==> src/rtl/sdram_wr_fifo_if.sv <==
// Write-path bus between an upstream producer, the write FIFO and the SDRAM controller.
// slave = the FIFO itself; master = the environment driving it.
`timescale 1ns/1ps
interface sdram_wr_fifo_if #(
  parameter int AW = 20
);
  logic [AW-1:0] in_addr;
  logic [15:0]   in_data;
  logic          in_valid;
  logic          in_ready;
  logic [AW-1:0] wr_addr;
  logic [15:0]   wr_data;
  logic          wr_req;
  logic          wr_ack;

  modport slave (
    input  in_addr, in_data, in_valid, wr_ack,
    output in_ready, wr_addr, wr_data, wr_req
  );

  modport master (
    output in_addr, in_data, in_valid, wr_ack,
    input  in_ready, wr_addr, wr_data, wr_req
  );
endinterface

==> src/rtl/sdram_wr_fifo.sv <==
// Circular-buffer write FIFO in front of the SDRAM controller write port.
// Optional stat_writes/stat_stalls counters are enabled with SDRAM_WR_FIFO_STATS_EN.
`timescale 1ns/1ps
module sdram_wr_fifo #(
  parameter int DEPTH = 8,
  parameter int AW    = 20
) (
  input  logic                   clk,
  input  logic                   reset,
  sdram_wr_fifo_if.slave         bus,
  output logic [$clog2(DEPTH):0] level,
  output logic                   idle
`ifdef SDRAM_WR_FIFO_STATS_EN
  ,
  output logic [15:0]            stat_writes,
  output logic [15:0]            stat_stalls
`endif
);

  localparam int IW = $clog2(DEPTH);
  localparam int PW = IW + 1;

  logic [PW-1:0] wr_ptr_q, wr_ptr_d;
  logic [PW-1:0] rd_ptr_q, rd_ptr_d;
  logic          in_ready_q, in_ready_d;
  logic          empty, full_d, push, pop;

  logic [AW-1:0] mem_addr [DEPTH];
  logic [15:0]   mem_data [DEPTH];

  // in_ready is computed from the next-state pointers so it never sees wr_ack combinationally.
  always_comb begin
    empty      = (wr_ptr_q == rd_ptr_q);
    push       = bus.in_valid && in_ready_q;
    pop        = bus.wr_ack && !empty;
    wr_ptr_d   = wr_ptr_q + PW'(push);
    rd_ptr_d   = rd_ptr_q + PW'(pop);
    full_d     = (wr_ptr_d[IW-1:0] == rd_ptr_d[IW-1:0]) && (wr_ptr_d[IW] != rd_ptr_d[IW]);
    in_ready_d = !full_d;
  end

  always_ff @(posedge clk) begin
    if (reset) begin
      wr_ptr_q   <= '0;
      rd_ptr_q   <= '0;
      in_ready_q <= 1'b1;
    end else begin
      wr_ptr_q   <= wr_ptr_d;
      rd_ptr_q   <= rd_ptr_d;
      in_ready_q <= in_ready_d;
    end
  end

  always_ff @(posedge clk) begin
    if (push) begin
      mem_addr[wr_ptr_q[IW-1:0]] <= bus.in_addr;
      mem_data[wr_ptr_q[IW-1:0]] <= bus.in_data;
    end
  end

  assign bus.in_ready = in_ready_q;
  assign bus.wr_req   = !empty;
  assign bus.wr_addr  = mem_addr[rd_ptr_q[IW-1:0]];
  assign bus.wr_data  = mem_data[rd_ptr_q[IW-1:0]];
  assign level        = wr_ptr_q - rd_ptr_q;
  assign idle         = (level == '0) && !bus.wr_req;

`ifdef SDRAM_WR_FIFO_STATS_EN
  logic [15:0] stat_writes_q, stat_writes_d;
  logic [15:0] stat_stalls_q, stat_stalls_d;

  // Write count wraps; stall count saturates so long stalls stay visible.
  always_comb begin
    stat_writes_d = stat_writes_q + 16'(pop);
    stat_stalls_d = stat_stalls_q;
    if (bus.in_valid && !in_ready_q && (stat_stalls_q != 16'hFFFF)) begin
      stat_stalls_d = stat_stalls_q + 16'd1;
    end
  end

  always_ff @(posedge clk) begin
    if (reset) begin
      stat_writes_q <= '0;
      stat_stalls_q <= '0;
    end else begin
      stat_writes_q <= stat_writes_d;
      stat_stalls_q <= stat_stalls_d;
    end
  end

  assign stat_writes = stat_writes_q;
  assign stat_stalls = stat_stalls_q;
`endif

endmodule

==> src/flat_wrapper.sv <==
// flat-port wrapper written by rule: the top's interface ports become plain ports
module sdram_wr_fifo_flat 
#(
  parameter int DEPTH = 8,
  parameter int AW    = 20
)
  (clk, reset, level, idle, bus_in_addr, bus_in_data, bus_in_valid, bus_wr_ack, bus_in_ready, bus_wr_addr, bus_wr_data, bus_wr_req);
  sdram_wr_fifo_if #(.AW(AW)) bus_i ();
  input  logic clk;
  input  logic reset;
  output logic [$clog2(DEPTH):0] level;
  output logic idle;
  input wire logic [$bits(bus_i.in_addr)-1:0] bus_in_addr;
  input wire logic [$bits(bus_i.in_data)-1:0] bus_in_data;
  input wire logic [$bits(bus_i.in_valid)-1:0] bus_in_valid;
  input wire logic [$bits(bus_i.wr_ack)-1:0] bus_wr_ack;
  output wire logic [$bits(bus_i.in_ready)-1:0] bus_in_ready;
  output wire logic [$bits(bus_i.wr_addr)-1:0] bus_wr_addr;
  output wire logic [$bits(bus_i.wr_data)-1:0] bus_wr_data;
  output wire logic [$bits(bus_i.wr_req)-1:0] bus_wr_req;
  assign bus_i.in_addr = bus_in_addr;
  assign bus_i.in_data = bus_in_data;
  assign bus_i.in_valid = bus_in_valid;
  assign bus_i.wr_ack = bus_wr_ack;
  assign bus_in_ready = bus_i.in_ready;
  assign bus_wr_addr = bus_i.wr_addr;
  assign bus_wr_data = bus_i.wr_data;
  assign bus_wr_req = bus_i.wr_req;
  sdram_wr_fifo #(.DEPTH(DEPTH), .AW(AW)) u_core (.clk(clk), .reset(reset), .bus(bus_i), .level(level), .idle(idle));
endmodule
==> config.mk <==
export PLATFORM = sky130hd
export DESIGN_NAME = sdram_wr_fifo_flat
export DESIGN_NICKNAME = d
export VERILOG_FILES = /design/src/rtl/sdram_wr_fifo_if.sv /design/src/rtl/sdram_wr_fifo.sv /design/src/flat_wrapper.sv
export SDC_FILE = /design/constraint.sdc
export NUM_CORES = 1
export LEC_CHECK = 0
export CAP_MARGIN = 20
export CELL_PAD_IN_SITES_DETAIL_PLACEMENT = 1
export CELL_PAD_IN_SITES_GLOBAL_PLACEMENT = 1
export CORE_AREA = 2 2 148 150
export CTS_CLUSTER_SIZE = 20
export DETAILED_ROUTE_END_ITERATION = 8
export DIE_AREA = 0 0 150 152
export MAX_ROUTING_LAYER = met4
export PLACE_DENSITY_LB_ADDON = 0.3
export SLEW_MARGIN = 15
export SYNTH_ARGS = -nofsm -noshare
export SYNTH_HDL_FRONTEND = slang
export SYNTH_SLANG_ARGS = --single-unit
==> constraint.sdc <==
create_clock -name clk -period 6.3 [get_ports clk]
set_clock_uncertainty 0.15 [all_clocks]
set_input_delay 0.945 -clock clk [delete_from_list [all_inputs] [get_ports clk]]
set_output_delay 0.945 -clock clk [all_outputs]
set_load 0.01 [all_outputs]
# Word level (Yosys, flattened, before mapping)
# Memories as Yosys holds them, arrays and structs flattened. A register that Yosys moved wholly into a read port is not among the register bits.
# Cells that the tools add are included.
# word_totals
input_bits	40
output_inout_bits	43
n_memories	2
ramBits	288
reg_bits	9
wordCells	22
# op_classes
n_mux	4
n_eq_ne	3
add_sub_neg	3
n_reduce_logical	7
# mem_list
memory	depth	word_bits	read_ports	rd_clocked_by_memory_dff	write_ports	line	source
u_core.mem_addr	8	20	1	1	1	sdram_wr_fifo.sv:28	logic [AW-1:0] mem_addr [DEPTH];
u_core.mem_data	8	16	1	1	1	sdram_wr_fifo.sv:29	logic [15:0] mem_data [DEPTH];
# ops
cell	count
adder 4 x 1 -> 4 bit	2
two-way mux 3 bit	2
equality test 4 bit	1
logical AND 1 bit	4
zero test 4 bit	1
subtractor 4 bit	1
equality test 3 bit	1
zero test 1 bit	2
two-way mux 1 bit	2
!= test 1 bit	1

# Depth between registers and ports, before layout
# logic_depth
depth_word	7
ltp_mapped	12

# Worst setup path before layout
# No wires, ideal clock.
# synth_path
kind	input port to flip-flop
startpoint	input port bus_in_valid
endpoint	memory u_core.mem_addr[1][0] (enable)
required_time_ps	5676
stages	3
n_path_buf	0
path_slack_ps	2006
t_arrival_ps	3670
setup_time_ps	474
cell_sequence	and2_1 nand2_1 nor3_1
# synth_between
elab_chain_len	3
# synth_lines
item	line	source
start: declaration	flat_wrapper.sv:15	input wire logic [$bits(bus_i.in_valid)-1:0] bus_in_valid;
logical AND 1 bit	sdram_wr_fifo.sv:34	push = bus.in_valid && in_ready_q;
two-way mux 1 bit	sdram_wr_fifo.sv:55	if (push) begin
two-way mux 1 bit (not written as such)	sdram_wr_fifo.sv:56	mem_addr[wr_ptr_q[IW-1:0]] <= bus.in_addr;
end: declaration	sdram_wr_fifo.sv:28	
# Every way passes these cells.

==> results.yml <==
clock_network:
  clockBufferDepth: 3
  cts.sinks: 297
  cts_resized: 0
  cts-root-buf: "clkbuf_16"
  cts_tree: "yes"
  cts_max_level: 1
  clock_insertion_delay_worst_skew_ns: 0.55
  cts_made_buffers: 29
  post-cts-setup-buffer-count: 0
  clk_pin_slew_ns: 0.06
  ctsHoldBuffers: 0
grt:
  antenna_found_initial: 0
  track_usage: 0.2330
  grt_pass1_wl_um: 37850
  overflow: 0
  grt_pass1_vias: 6226
  grt_max_degree: 77
power:
  clkPwrFrac: 0.351
  power.density_nw_per_um2: 333.6
  p_comb_frac: 0.144
  switching_share: 0.2307
  p_sw_mw: 1.045
  total_leakage_power_nw: 4.481
  seqPwrFrac: 0.505
  p_int_mw: 3.483
  peakVddDrop_mv: 0.2683
yosys:
  syn_nets: 609
  yosys_warnings: 0
  avgSynthCellArea_um2: 20.58
  synth-seq-area-share: 0.7647
  synth-seq-cells: 297
  synthCells: 561
  ys_types: 24
  synth.cell_area_um2: 11540
critical_path:
  arrival_ns: 3.49
  r2r-end: "u_core.bus.in_ready$_SDFF_PP1_"
  required_ns: 5.20
  critical_path_class: "flip-flop to primary output"
  r2r-start: "u_core.rd_ptr_q[1]$_SDFF_PP0_"
  cp_max_fo: 38
  crit_slowest_cell: "dfxtp_4"
  critPathMaxStageDelay_ns: 0.79
  crit_top_cell: "nand2_1"
  rrSetupSlack_ns: 3.02
  end_kind: "primary output"
  r2r_cells: 10
  worstSetupStartpointType: "flip-flop"
  cp_cell_sequence: "buf_4 -> mux4_1 -> nand2_1 -> nand2_1 -> clkdlybuf4s50_1"
die:
  die_x_um: 150
  core_area_um2: 21350
  num_rows: 54
  die_h_um: 152
  start_util: 0.5407
  io-pin-count: 83
  die_area_um2: 22800
layout:
  areaGrowthSynthToFinish_pct: 17.56
  final.fill_count: 1796
  final-seq-area_um2: 8837
  final_core_util: 0.6357
  drive_above_1_share: 0.1508
  diodes: 0
  fin_nets: 708
  multi_input_area_um2: 2579
hold_path:
  hp-start: "u_core.wr_ptr_q[3]$_SDFF_PP0_"
  min_path_type: "flip-flop to flip-flop"
  hold_depth: 2
  hold_path_end: "u_core.wr_ptr_q[3]$_SDFF_PP0_"
sta:
  min_period_ns: 4.580
  fmax_mhz: 218.3
  relSlewSlack: 0.2621
  hold_violations: 0
  setup_violations: 0
  rsz0062_at_grt: "false"
  finalMaxSlewViolations: 0
  finalCritPeriodShare: 0.7271
  worst_pin_slew_ns: 1.107
  fin_tns_setup_ns: 0
outcome:
  outcome: "finished clean"
route:
  firstDrtPassIters: 4
  ant_nets: 0
  totalWireLength_um: 24590
  viasPerCell: 5.805
  vias: 5590
  routedWlPerCell_um: 25.54
  drtIter0Drc: 398
  drc: 0
place:
  routabilityCongestion: 0.7200
  dp.final_hpwl_um: 13210
  portBuffers: 82
flow_run:
  maxCapViolCount: 0
-- worst max-delay path, delay by kind of cell, from the launching register on --
family,cells,cell delay (ns)
simple gates,2,0.21
buf+inv,2,1.20
mux,1,0.65
flops,1,0.79
-- worst max path at each step --
stage | endpoint | cells after the start | start | slack (ns)
after floorplan | u_core.mem_addr[1][0]$_DFFE_PP_ | 3 | bus_in_valid | 2.01
after global placement | bus_wr_addr[7] | 5 | u_core.rd_ptr_q[0]$_SDFF_PP0_ | 2.32
after detailed placement | bus_wr_addr[7] | 5 | u_core.rd_ptr_q[0]$_SDFF_PP0_ | 2.28
after CTS | bus_wr_addr[7] | 5 | u_core.rd_ptr_q[0]$_SDFF_PP0_ | 1.66
after global routing | bus_wr_addr[7] | 5 | u_core.rd_ptr_q[0]$_SDFF_PP0_ | 1.51
final | bus_wr_addr[7] | 5 | u_core.rd_ptr_q[0]$_SDFF_PP0_ | 1.72
-- power groups by stage --
| stage | sequential [mW] | combinational (mW) | clock [mW] |
|---|---|---|---|
| after global routing | 2.30 | 0.704 | 1.69 |
| after floorplan | 2.27 | 0.439 | 0 |
| final | 2.29 | 0.653 | 1.59 |
| after CTS | 2.29 | 0.664 | 1.62 |
| after detailed placement | 2.33 | 0.655 | 0 |
| after global placement | 2.33 | 0.631 | 0 |
-- layer usage --
metal	share of wire	wire length [um]	GRT usage	vias up
met5	0	0	-	-
met4	0.021	528	0.06334	0
met3	0.054	1318	0.03634	45
met2	0.52	12850	0.3803	177
met1	0.40	9894	0.3100	2921
li1	-	-	-	2447
-- through the flow --
stage,cell area [um2],hold slack (ns),std cells,setup slack [ns],power (mW)
after global routing,13570,0.4891,963,1.508,4.695
final,13570,0.4383,963,1.720,4.528
after global placement,12700,0.3946,908,2.321,2.956
after CTS,13570,0.4437,963,1.657,4.573
after floorplan,11540,0.3774,561,2.006,2.712
after detailed placement,12700,0.4258,909,2.277,2.987
-- final cells by class --
type,instances,share of cell area
inverter,6,0.001659
multi-input combinational,233,0.1900
clock inverter,17,0.008205
timing repair buffer,93,0.06748
sequential,297,0.6511
tap,280,0.02581
clock buffer,37,0.05568
-- synth_stat cells --
cell      number  area, um2
edfxtp_1     288       8648
nand2_1      112      420.4
mux4_2        39      878.3
mux4_1        33      867.1
buf_2         13      65.06
nor2_1        11      41.29
dfxtp_1        9      180.2
buf_6          8      90.09
ha_1           7      87.58
xor2_1         6      52.55
inv_1          5      18.77
nor2b_1        5      31.28
xnor2_1        5      43.79
nand3_1        4      20.02
clkbuf_1       3      11.26
nor3_1         3      15.01
and2_1         2      12.51
nand2b_1       2      12.51
buf_1          1      3.750
fa_1           1      20.02
inv_2          1      3.750
nor4bb_1       1      10.01
o21ai_0        1      5.000
or2_2          1      6.260
-- logic make-up after synthesis --
group,after synthesis,share of synthesized area
and+or+nand+nor,141,0.04931
DFF,297,0.7647
adders and majority gates,8,0.009320
AOI/OAI and AO/OA,1,0.0004331
xor gates and xnor gates,11,0.008345
buffers and inverters,31,0.01669
muxes,72,0.1512
-- state kept, by name (all words and copies together) (netlist names) --
register             cells
u_core.mem_addr        160
u_core.mem_data        128
u_core.rd_ptr_q          4
u_core.wr_ptr_q          4
u_core.bus.in_ready      1
-- cell usage in the layout, fill, tap and decap left out, drive strengths merged --
master         Yosys  final
bufinv             0      1
dfxtp              9      9
inv                6      7
clkbuf             3     37
buf               22     11
clkinvlp           0      2
nor4bb             1      1
edfxtp           288    288
or2                1      1
mux4              72     72
clkdlybuf4s50      0     82
nand3              4      4
xnor2              5      5
nor2b              5      5
ha                 7      7
nand2            112    112
nor2              11     11
fa                 1      1
and2               2      2
nand2b             2      2
o21ai              1      1
xor2               6      6
nor3               3      3
clkinv             0     13
Power figures use the tool's default switching activity.
